File: src/rtl/cw305_status_pkg.sv
// Shared definitions for the CW305 status/indicator block.
// Holds the trigger-measurement FSM state type and the parameter defaults.
package cw305_status_pkg;

    // Trigger-width measurement states
    typedef enum logic {
        IDLE    = 1'b0,
        MEASURE = 1'b1
    } trig_state_e;

    localparam int unsigned NUM_CH_DEF      = 3;
    localparam int unsigned HB_WIDTH_DEF    = 23;
    localparam int unsigned STRETCH_LEN_DEF = 65535;
    localparam int unsigned TRIG_CNT_W_DEF  = 32;

endpackage

File: src/rtl/cw305_activity_monitor_stretcher.sv
// activity_stretcher: one activity channel.
// Synchronises a raw asynchronous activity line, detects either edge and
// stretches each event into STRETCH_LEN cycles of LED-on time.
// Ports:
//   ext_clock  - block clock
//   AND_resets - async active-low reset
//   freeze     - hold the stretch counter and drop events
//   act_in     - raw asynchronous activity signal
//   act_led    - registered stretched indicator
module activity_stretcher
    import cw305_status_pkg::*;
#(
    parameter int unsigned STRETCH_LEN = STRETCH_LEN_DEF
) (
    input  logic ext_clock,
    input  logic AND_resets,
    input  logic freeze,
    input  logic act_in,
    output logic act_led
);

    localparam int unsigned STRETCH_W = $clog2(STRETCH_LEN + 1);

    logic                 sync1;
    logic                 sync2;
    logic                 sync3;
    logic [STRETCH_W-1:0] cnt;
    logic                 event_c;

    // Either polarity of the synchronised input counts as activity
    assign event_c = sync2 ^ sync3;

    // Synchroniser, edge-detect flop and stretch counter
    always_ff @(posedge ext_clock or negedge AND_resets) begin
        if (!AND_resets) begin
            sync1   <= 1'b0;
            sync2   <= 1'b0;
            sync3   <= 1'b0;
            cnt     <= '0;
            act_led <= 1'b0;
        end else begin
            sync1   <= act_in;
            sync2   <= sync1;
            sync3   <= sync2;
            // Frozen cycles neither count nor accept events; a reload
            // on the last lit cycle keeps the LED on without a gap.
            if (!freeze) begin
                if (event_c) begin
                    cnt <= STRETCH_W'(STRETCH_LEN);
                end else if (cnt != '0) begin
                    cnt <= cnt - STRETCH_W'(1);
                end
            end
            act_led <= (cnt != '0);
        end
    end

endmodule

File: src/rtl/cw305_activity_monitor.sv
// cw305_activity_monitor: LED / measurement status block for the CW305 top.
// Heartbeat divider, NUM_CH stretched activity indicators and a trigger
// pulse-width counter. Heartbeat and stretchers freeze while the capture
// trigger is high and quiet_en is set; trigger measurement never freezes.
// Ports:
//   ext_clock     - block clock
//   AND_resets    - async active-low reset
//   trig_in       - capture trigger (synchronous)
//   quiet_en      - enable freezing during trigger
//   act_in        - raw asynchronous activity lines
//   hb_out        - heartbeat, MSB of free-running counter
//   act_led       - stretched activity indicators
//   trig_cycles   - width of last completed trigger pulse (saturating)
//   trig_valid    - one-cycle strobe when trig_cycles updates
//   trig_overflow - last measurement saturated
module cw305_activity_monitor
    import cw305_status_pkg::*;
#(
    parameter int unsigned NUM_CH      = NUM_CH_DEF,
    parameter int unsigned HB_WIDTH    = HB_WIDTH_DEF,
    parameter int unsigned STRETCH_LEN = STRETCH_LEN_DEF,
    parameter int unsigned TRIG_CNT_W  = TRIG_CNT_W_DEF
) (
    input  logic                  ext_clock,
    input  logic                  AND_resets,
    input  logic                  trig_in,
    input  logic                  quiet_en,
    input  logic [NUM_CH-1:0]     act_in,
    output logic                  hb_out,
    output logic [NUM_CH-1:0]     act_led,
    output logic [TRIG_CNT_W-1:0] trig_cycles,
    output logic                  trig_valid,
    output logic                  trig_overflow
);

    logic                  freeze_c;
    logic [HB_WIDTH-1:0]   hb_cnt;
    trig_state_e           state;
    logic                  trig_d;
    logic [TRIG_CNT_W-1:0] meas_cnt;
    logic                  meas_ovf;

    assign freeze_c = quiet_en & trig_in;
    assign hb_out   = hb_cnt[HB_WIDTH-1];

    // Heartbeat divider, wraps naturally
    always_ff @(posedge ext_clock or negedge AND_resets) begin
        if (!AND_resets) begin
            hb_cnt <= '0;
        end else if (!freeze_c) begin
            hb_cnt <= hb_cnt + HB_WIDTH'(1);
        end
    end

    // One stretcher per activity channel
    for (genvar i = 0; i < NUM_CH; i++) begin : g_ch
        activity_stretcher #(
            .STRETCH_LEN (STRETCH_LEN)
        ) u_stretch (
            .ext_clock  (ext_clock),
            .AND_resets (AND_resets),
            .freeze     (freeze_c),
            .act_in     (act_in[i]),
            .act_led    (act_led[i])
        );
    end

    // Trigger-width measurement FSM with registered outputs
    always_ff @(posedge ext_clock or negedge AND_resets) begin
        if (!AND_resets) begin
            state         <= IDLE;
            trig_d        <= 1'b0;
            meas_cnt      <= '0;
            meas_ovf      <= 1'b0;
            trig_cycles   <= '0;
            trig_valid    <= 1'b0;
            trig_overflow <= 1'b0;
        end else begin
            trig_d     <= trig_in;
            trig_valid <= 1'b0;
            case (state)
                IDLE: begin
                    if (trig_in && !trig_d) begin
                        meas_cnt <= TRIG_CNT_W'(1);
                        meas_ovf <= 1'b0;
                        state    <= MEASURE;
                    end
                end
                MEASURE: begin
                    if (trig_in) begin
                        // Saturate rather than wrap on very long pulses
                        if (&meas_cnt) begin
                            meas_ovf <= 1'b1;
                        end else begin
                            meas_cnt <= meas_cnt + TRIG_CNT_W'(1);
                        end
                    end else begin
                        trig_cycles   <= meas_cnt;
                        trig_overflow <= meas_ovf;
                        trig_valid    <= 1'b1;
                        state         <= IDLE;
                    end
                end
                default: state <= IDLE;
            endcase
        end
    end

endmodule

File: config.mk
export PLATFORM = sky130hd
export DESIGN_NAME = cw305_activity_monitor
export DESIGN_NICKNAME = d
export VERILOG_FILES = /design/src/rtl/cw305_status_pkg.sv /design/src/rtl/cw305_activity_monitor_stretcher.sv /design/src/rtl/cw305_activity_monitor.sv
export SDC_FILE = /design/constraint.sdc
export NUM_CORES = 1
export LEC_CHECK = 0
export CAP_MARGIN = 20
export CELL_PAD_IN_SITES_DETAIL_PLACEMENT = 1
export CELL_PAD_IN_SITES_GLOBAL_PLACEMENT = 2
export CORE_MARGIN = 1.5
export CORE_UTILIZATION = 44
export CTS_BUF_LIST = sky130_fd_sc_hd__clkbuf_4
export CTS_CLUSTER_SIZE = 12
export DETAILED_ROUTE_END_ITERATION = 16
export GPL_TIMING_DRIVEN = 0
export PLACE_DENSITY_LB_ADDON = 0.3
export SYNTH_ARGS = -nofsm -noshare
export SYNTH_HDL_FRONTEND = slang
export SYNTH_SLANG_ARGS = --single-unit
File: constraint.sdc
create_clock -name ext_clock -period 6.3 [get_ports ext_clock]
set_input_delay 1.26 -clock ext_clock [delete_from_list [all_inputs] [get_ports ext_clock]]
set_output_delay 1.26 -clock ext_clock [all_outputs]
set_load 0.02 [all_outputs]
==> results.md <==
* Worst-path clk slew at 0.13 ns
* NetSw at 529 uW
* Leakage power at 0.00324 uW
* Sequential fraction of the synthesis area at 0.521
* Total of warnings raised by yosys at 0
* Clk buf depth at 2
* Post-CTS sizing at 0
* WL/cell at 18.1 um
* Reg2Reg Capture Point: meas_cnt[20]
* Avg Inst Size Synth at 10.3 um2
* Flops & latches, synth at 152
* Synth Area in Adders at 0.00857
* Count of input and output buffers at 44
* CP Max Fanout at 10
* CORE AREA at 16100 um2
* Vias in the first global route at 6140
* Post-route design area at 8410 um2
* Final hold vios at 0
* GPL Wtd Cong at 0.892
* P_int at 1510 uW
* Status: complete, no violations
* Worst-Margin Slew at 0.892 ns
* Critical path endpoint category: flip-flop
* Sw frac at 0.260
* Final setup viols at 0
* Hold depth at 0
* DR pass1 iterations at 5
* Routed Antenna Nets at 0
* Unrepaired setup endpoints after global routing: no
* CTS tree: built
* Crit Path Class: in2reg
* Flop2flop setup slack at 3.61 ns
* Compound-cell area share of the yosys netlist at 0.0936
* Fillers at 1782
* Max transition margin at 0.406
* Syn Nets at 724
* Final setup margin at 2.95 ns
* Hold path endpoint: g_ch[0].u_stretch.sync2
* Sequential standard cell area at 3800 um2
* Most frequent cells in the layout: dfrtp_1 (152), nand2_1 (75), nor2_1 (46)
* Setup Skew at 0.0240 ns
* Simple-gate share of the synthesized area at 0.235
* Main combinational cell family by area after synthesis: simple AND/OR/NAND/NOR gates
* CTS H-tree lvls at 4
* Worst Hold Class: reg2reg
* Setup_tns at 0 ns
* FF-to-FF path depth at 6
* Area delta synth->final at 15.2%
* GRT Residual Overflow at 0
* Post-DP Area at 8050 um2
* WP data required at 6.79 ns
* Critical Path AT at 3.84 ns
* Clock share of power at 0.366
* Vias at 5793
* Multi-input logic area at 3300 um2
* Ys flop type: dfrtp_1
* Min-delay src: g_ch[0].u_stretch.sync1
* DP Wirelength at 13000 um
* GRT Overall Usage at 0.220
* Share of cells above drive strength 1 at 0.113
* Setup WS pre-CTS at 2.33 ns
* Width of the die at 132 um
* Post-layout min period at 3.35 ns
* Slew Viols, Final at 0
* Synth Cell Area at 7300 um2
* Highest Clock Rate at 0.299 GHz
* Distinct cells, synth at 60
* Seq pwr share at 0.533
* Syn Inst Count at 712
* Clock root cell: clkbuf_4
* Synth async-reset ratio at 1.00
* Clock Latency Late Sink at 0.55 ns
* Commonest non-fill, non-tap cell in the layout: dfrtp_1
* Pin count of the biggest net entering global routing at 96
* Final Util at 0.524
* Multiplexer share of the synthesized area at 0.0547
* # IOs at 45
* Final period utilization at 0.532
* Final net count at 789
* Combinational fraction of design power at 0.101
* DRT Wirelength at 18200 um
* Drt initial violations at 252
* Critical path launch point type: input port
* Max IR drop VDD at 0.000174 V
* Clock Sinks at 152
* Die H at 132 um
* Die ar. at 17400 um2
* Initial antenna violation count at 1
* TritonCTS Buffers at 17
* Pwr per Cell Area at 242 nW/um2
* Post-CTS Setup Bufs at 0
* Maxcap violations at 0
* Remaining DRCs at 0
* First-pass GRT wire length at 30900 um
* Row count at 46
* Initial Utilization at 0.455
* Post-synth EDFFs at 0
* Reg-to-Reg Start: meas_cnt[0]
* Post-Synth XOR/XNOR Area at 0.0600
* Post-cts hold buffer count at 0
* Power Total at 2030 uW
* Drt via density at 5.76
## cells in the mapped netlist, types with 19 or more instances
cell type,number,area [um2]
a21oi_1,38,190
clkbuf_1,19,71.3
dfrtp_1,152,3800
mux2_2,31,349
nand2_1,75,282
nand3_1,33,165
nand4_1,24,150
nor2_1,46,173
nor3_1,22,110
o21ai_0,21,105
or3_1,19,119
xnor2_1,43,377
## worst max-delay path by stage
stage	cells past startpoint	slack [ns]	endpoint	from
floorplan	8	3.65	g_ch[0].u_stretch.cnt[5]	trig_in
global placement	1	-2.13	meas_cnt[27]	AND_resets
detailed placement	8	2.33	g_ch[0].u_stretch.cnt[3]	trig_in
CTS	8	2.92	g_ch[0].u_stretch.cnt[8]	trig_in
global route	8	2.80	g_ch[0].u_stretch.cnt[14]	trig_in
finish	8	2.95	g_ch[0].u_stretch.cnt[3]	trig_in
## cell families after synthesis
group,count (synthesis)
simple gates,314
mux,36
flops,152
compound gates,110
fa+ha+maj,5
xor+xnor,50
buf+inv,45
## worst max-delay path: stages
cell,delay [ns]
clkdlybuf4s50_1,0.48
buf_6,0.17
nand2_1,0.24
clkbuf_1,0.48
buf_1,0.54
nand2_1,0.22
clkbuf_1,0.30
nand2_1,0.13
## power by group through the flow
stage / registers (uW) / clock network, uW / logic (uW)
3_3_place_gp: 1100 / 0 / 194
6_report: 1080 / 744 / 206
4_1_cts: 1080 / 764 / 210
3_5_place_dp: 1100 / 0 / 208
5_1_grt: 1090 / 800 / 232
2_1_floorplan: 1090 / 0 / 123
## flip-flops by register name, summed over array words and instances (netlist names)
signal	cells
g_ch.u_stretch.sync1	3
trig_valid	1
meas_ovf	1
g_ch.u_stretch.sync2	3
g_ch.u_stretch.cnt	48
g_ch.u_stretch.sync3	3
trig_d	1
state	1
hb_cnt	23
trig_cycles	32
trig_overflow	1
g_ch.u_stretch.act_led	3
meas_cnt	32
## cell type report
class,instances,area share
clock inverter,13,0.0271
inverter,14,0.00625
buffer,31,0.0178
clock buffer,18,0.0161
tap,216,0.0321
multi-input combinational,515,0.392
sequential,152,0.452
antenna,1,0.000297
timing repair buffer,46,0.0567
## through the flow
step	hold WS (ns)	instances
final	0.360	1006
after global placement	0.332	972
after CTS	0.362	1005
after global routing	0.382	1006
after detailed placement	0.336	974
after floorplan	0.331	712
## per-layer routing
metal  up-vias  share of wire  GRT usage
li1       2732              -          -
met2        83           0.48      0.370
met5         -              0          0
met3        24          0.028     0.0438
met4         0          0.014     0.0636
met1      2954           0.47      0.290
No activity file was read; power rests on OpenSTA's default activity.
==> variant 1, RTL diff (same flow settings) <==
Make the reset (`AND_resets`) synchronous in 3 clocked blocks. Comments in the files are not updated.
--- a/src/rtl/cw305_activity_monitor_stretcher.sv
+++ b/src/rtl/cw305_activity_monitor_stretcher.sv
@@ -31,7 +31,7 @@
     assign event_c = sync2 ^ sync3;
 
     // Synchroniser, edge-detect flop and stretch counter
-    always_ff @(posedge ext_clock or negedge AND_resets) begin
+    always_ff @(posedge ext_clock) begin
         if (!AND_resets) begin
             sync1   <= 1'b0;
             sync2   <= 1'b0;
--- a/src/rtl/cw305_activity_monitor.sv
+++ b/src/rtl/cw305_activity_monitor.sv
@@ -44,7 +44,7 @@
     assign hb_out   = hb_cnt[HB_WIDTH-1];
 
     // Heartbeat divider, wraps naturally
-    always_ff @(posedge ext_clock or negedge AND_resets) begin
+    always_ff @(posedge ext_clock) begin
         if (!AND_resets) begin
             hb_cnt <= '0;
         end else if (!freeze_c) begin
@@ -66,7 +66,7 @@
     end
 
     // Trigger-width measurement FSM with registered outputs
-    always_ff @(posedge ext_clock or negedge AND_resets) begin
+    always_ff @(posedge ext_clock) begin
         if (!AND_resets) begin
             state         <= IDLE;
             trig_d        <= 1'b0;
Formal check against the unedited RTL: differs if AND_resets is asserted again (counterexample within 4 cycles, from zero or initial values and one cycle with AND_resets low); with AND_resets held inactive, the same outputs for 10 cycles.
==> variant 1 against the unedited design <==
- sequential cell count did not move
- routed wire length rose by 6.1%
- global-route usage rose by 2.6 points
- critical path depth fell by 2
- fmax fell by 7.1%
- largest cell class is now multi-input gates
- setup slack got worse by 260 ps
- area after synthesis fell by 6.2%
- design area fell by 7.5%
- synthesized cell count rose by 15%
- critical endpoint is now meas_cnt[31]
- sequential share of layout area fell by 6.1 points
- count of clock-buffer cells in the layout rose by 1
Power is not compared: it rests on default switching activity, and its combinational part moved more than twofold at a synthesized area within 25%.
==> variant 1: results (changes against the unedited design) <==
* Most common flop cell mapped by yosys: dfxtp_1
* First-iteration detailed-routing DRC count at 307 (+22%)
* Vias at 6,298 (+8.7%)
* Most area-consuming cells after synthesis: dfxtp_1 (44%), a21oi_1 (7.5%), xnor2_1 (5.9%)
* CP peak stage delay at 690 ps (+150 ps)
* Reg2Reg Setup Slack at 3660 ps (+50 ps)
* Post-synth top cells: dfxtp_1 (152), a21oi_1 (102), nand2_1 (102)
* Routed length per placed instance at 17.8 um (-1.4%)
* GRT met2 Usage at 39.7% (+2.7 points)
* Worst reg2reg path depth at 7 (+1)
* Worst Skew at 23.0 ps (-0.998 ps)
* Outcome: finished, final reports clean
* Post-placement cell area at 7530 um2 (-6.5%)
* Post-detailed-placement half-perimeter wirelength at 14,100 um (+8.3%)
* Cell depth of the worst hold path at 1 (+1)
* Final routed wirelength across all metal layers at 19,300 um (+6.1%)
* Proportion of layout cells with a drive suffix above 1 at 5.27% (-6.0 points)
* Global-route total usage across every layer at 24.6% (+2.6 points)
* Met1 GRT Util at 33.3% (+4.3 points)
* Placed instance count at 1,049 (+7.7%)
* Hold Path Sink: g_ch[2].u_stretch.sync2
* Leak Pwr at roughly 2.5 nW
* Number of global-route vias before repair at 6,378 (+3.9%)
* Slew at the pin closest to its max-slew limit at 883 ps (-8.95 ps)
* Detail Route met2 WL at 8870 um (+0.67%)
* Data arrival at the endpoint of the critical path at 4030 ps (+190 ps)
* Fraction of met3 tracks used by global routing at 5.43% (+1.0 points)
* R2R Path Start: meas_cnt[0]
* Nets@finish at 892 (+13%)
* Launch instance of the worst min-delay path: g_ch[2].u_stretch.sync1
* Number of standard cells after synthesis at 817 (+15%)
* Number of nets produced by synthesis at 829 (+15%)
* Proportion of synthesized chip area in sequential cells at 44.4% (-7.7 points)
* Routed length on met3 at 704 um (+38%)
* Number of library cell types mapped by synthesis at 62 (+3.3%)
* Slowest stage cell on the critical path: o21ai_1
* Clock network latency to the later pin of the worst-skew pair at 570 ps (+20 ps)
* Maximum number of pins on one net before global-route repair at 17 (-82%)
* GP Congestion at 0.854 (-4.3%)
* Fraction of registers with async set or reset after synthesis at 0% (-100 points)
* Terminus of the critical flop-to-flop path: meas_cnt[15]
* Wire length of the first global-routing pass at 31,900 um (+3.1%)
* Sum of routed wire segments on met1 at 9480 um (+10%)
## variant 1: cell families after synthesis
family                   share of synthesized area (%)
flip-flops                                        44.4
multiplexers                                     0.146
XOR/XNOR                                          8.05
AO/OA/AOI/OAI                                     15.2
buffers and inverters                             4.11
adder cells (fa/ha/maj)                          0.913
AND/OR/NAND/NOR                                   27.2
## variant 1: power breakdown
group          internal [mW]  switching (mW)  total (mW)
clock                  0.233           0.342       0.575
sequential              1.04          0.0810        1.12
combinational          0.215           0.307       0.522
## variant 1: worst max-delay path by stage
stage,startpoint,endpoint,cells after the start
global placement,trig_in,meas_cnt[31],6
global route,trig_in,meas_cnt[31],6
finish,trig_in,meas_cnt[31],6
floorplan,trig_in,meas_cnt[1],5
detailed placement,trig_in,meas_cnt[31],6
CTS,trig_in,meas_cnt[31],6
## variant 1: through the flow
step | util (%) | power (mW) | hold WS [ps] | setup WS (ps)
4_1_cts | 51.2 | 2.23 | 461 | 2770
5_1_grt | 51.2 | 2.35 | 477 | 2660
2_1_floorplan | - | 1.53 | 412 | 3720
3_5_place_dp | 49.5 | 1.66 | 430 | 2160
6_report | 51.2 | 2.22 | 450 | 2700
3_3_place_gp | 49.5 | 1.63 | 423 | 2200
## variant 1: worst register-to-register path: stages, from the launching register on
cell and delay [ps]:
dfxtp_1 460, ha_1 290, nand3_1 120, nor4_1 570, nand3_1 330, clkbuf_1 370
a41oi_1 320, a21oi_1 60
## variant 1: area by class of cell
class | count | area (um2)
fillers | 1844 | 7420
multi-input cells | 597 | 3530
flip-flops and latches | 152 | 3040
repair buffers | 44 | 440
well taps | 188 | 235
plain buffers | 52 | 221
clock buffers | 19 | 143
clock inverters | 12 | 110
inverters | 16 | 60.1
diodes | 2 | 5.00
==> variant 2, RTL diff (config.mk and constraints unchanged) <==
Made on the original files. Change the package constant `HB_WIDTH_DEF` from 23 to 46.
--- a/src/rtl/cw305_status_pkg.sv
+++ b/src/rtl/cw305_status_pkg.sv
@@ -9,7 +9,7 @@
     } trig_state_e;
 
     localparam int unsigned NUM_CH_DEF      = 3;
-    localparam int unsigned HB_WIDTH_DEF    = 23;
+    localparam int unsigned HB_WIDTH_DEF    = 46;
     localparam int unsigned STRETCH_LEN_DEF = 65535;
     localparam int unsigned TRIG_CNT_W_DEF  = 32;
 
Check against the original RTL: same outputs for any inputs over 10 cycles, from zero or initial values and one cycle with AND_resets low; that may be too few to reach the edited logic, so the function may still have changed.
==> variant 2 against the unedited design <==
- the run now ends with design-rule violations left
- design area grew 11%
- sequential share of layout area grew 1.9 points
- setup slack lost 290 ps
- non-clock buffer count shrank 4
- routed wire length grew 13%
- area after synthesis grew 13%
- total power grew 3.1%
- clock power shrank 10%
- clock skew shrank 11 ps
- synthesized cell count grew 13%
- sequential cell count grew 23
- critical path type unchanged
==> variant 2: results (changes against the unedited design) <==
* Reg2Reg Setup Slack at 3520 ps (-90 ps)
* Failing checks: design-rule violations
* Wire length of the first global-routing pass at 35,100 um (+14%)
* CP peak stage delay at 830 ps (+290 ps)
* Sequential fraction of total cell area at 47.1% (+1.9 points)
* Global-route total usage across every layer at 22.2% (+0.24 points)
* First-pass iteration count of the detailed router at 12 (+7)
* Final cell count without fillers at 1,110 (+10%)
* Power density over cell area at 225 nW/um2 (-6.8%)
* Clock network latency to the later pin of the worst-skew pair at 570 ps (+20 ps)
* Number of buffers other than clock buffers in the final layout at 73 (-5.2%)
* Clock tree cell share of total cell area at 3.17% (-1.1 points)
* Cell occurring most often along the worst timing path: clkbuf_1
* Outcome: finished, violations left
* Area fraction in compound gates after synthesis at 10.9% (+1.5 points)
* Number of filler instances in the final layout at 2,051 (+15%)
* GP Congestion at 0.802 (-10%)
* Worst setup timing slack at the placement stage at 2070 ps (-266 ps)
* Slowest stage cell on the critical path: nor3b_1
* Number of standard cells after synthesis at 804 (+13%)
* Post-synth top cells: dfrtp_1 (175), nand2_1 (72), nor2_1 (62)
* Maximum resistive drop on vdd at 129 uV (-26%)
* First-iteration detailed-routing DRC count at 233 (-7.5%)
* Post-detailed-placement half-perimeter wirelength at 14,700 um (+13%)
* Hold slack at 367 ps (+6.17 ps)
* Number of combinational gates with multiple inputs at 577 (+12%)
* Proportion of layout cells with a drive suffix above 1 at 8.75% (-2.5 points)
* Total area of multi-input combinational cells at 3660 um2 (+11%)
* Proportion of synthesized chip area in sequential cells at 53.1% (+1.0 points)
* Data arrival at the endpoint of the critical path at 4070 ps (+230 ps)
* Vias at 6,497 (+12%)
* Drc violations at 1 (+1)
* Maximum number of pins on one net before global-route repair at 92 (-4.2%)
* Leak Pwr at 3.74 nW (+15%)
* Nets@finish at 880 (+12%)
* Xor and xnor fraction of the mapped netlist area at 7.12% (+1.1 points)
[variant 2: report_power, final]
part | switching [mW] | internal [mW] | total (mW)
Sequential | 0.0507 | 1.17 | 1.22
Combinational | 0.129 | 0.0765 | 0.206
Clock | 0.395 | 0.274 | 0.669
Total | 0.575 | 1.52 | 2.10
[variant 2: final timing paths]
path / startpoint / end / cells past startpoint
worst max register to register: meas_cnt[0] / meas_cnt[10] / 7
worst min register to register: g_ch[2].u_stretch.sync1 / g_ch[2].u_stretch.sync2 / 0
min in group asynchronous: AND_resets / g_ch[0].u_stretch.cnt[12] / 1
worst min-delay path: g_ch[2].u_stretch.sync1 / g_ch[2].u_stretch.sync2 / 0
max in group asynchronous: AND_resets / trig_cycles[7] / 2
worst max-delay path: trig_in / meas_cnt[12] / 6
[variant 2: layer usage]
layer / up-vias / global-route usage [%] / wire (um)
met5: - / 0 / 0
met2: 79 / 37.8 / 10100
met1: 3335 / 29.4 / 9650
met4: 0 / 5.87 / 223
met3: 16 / 4.21 / 497
li1: 3067 / - / -
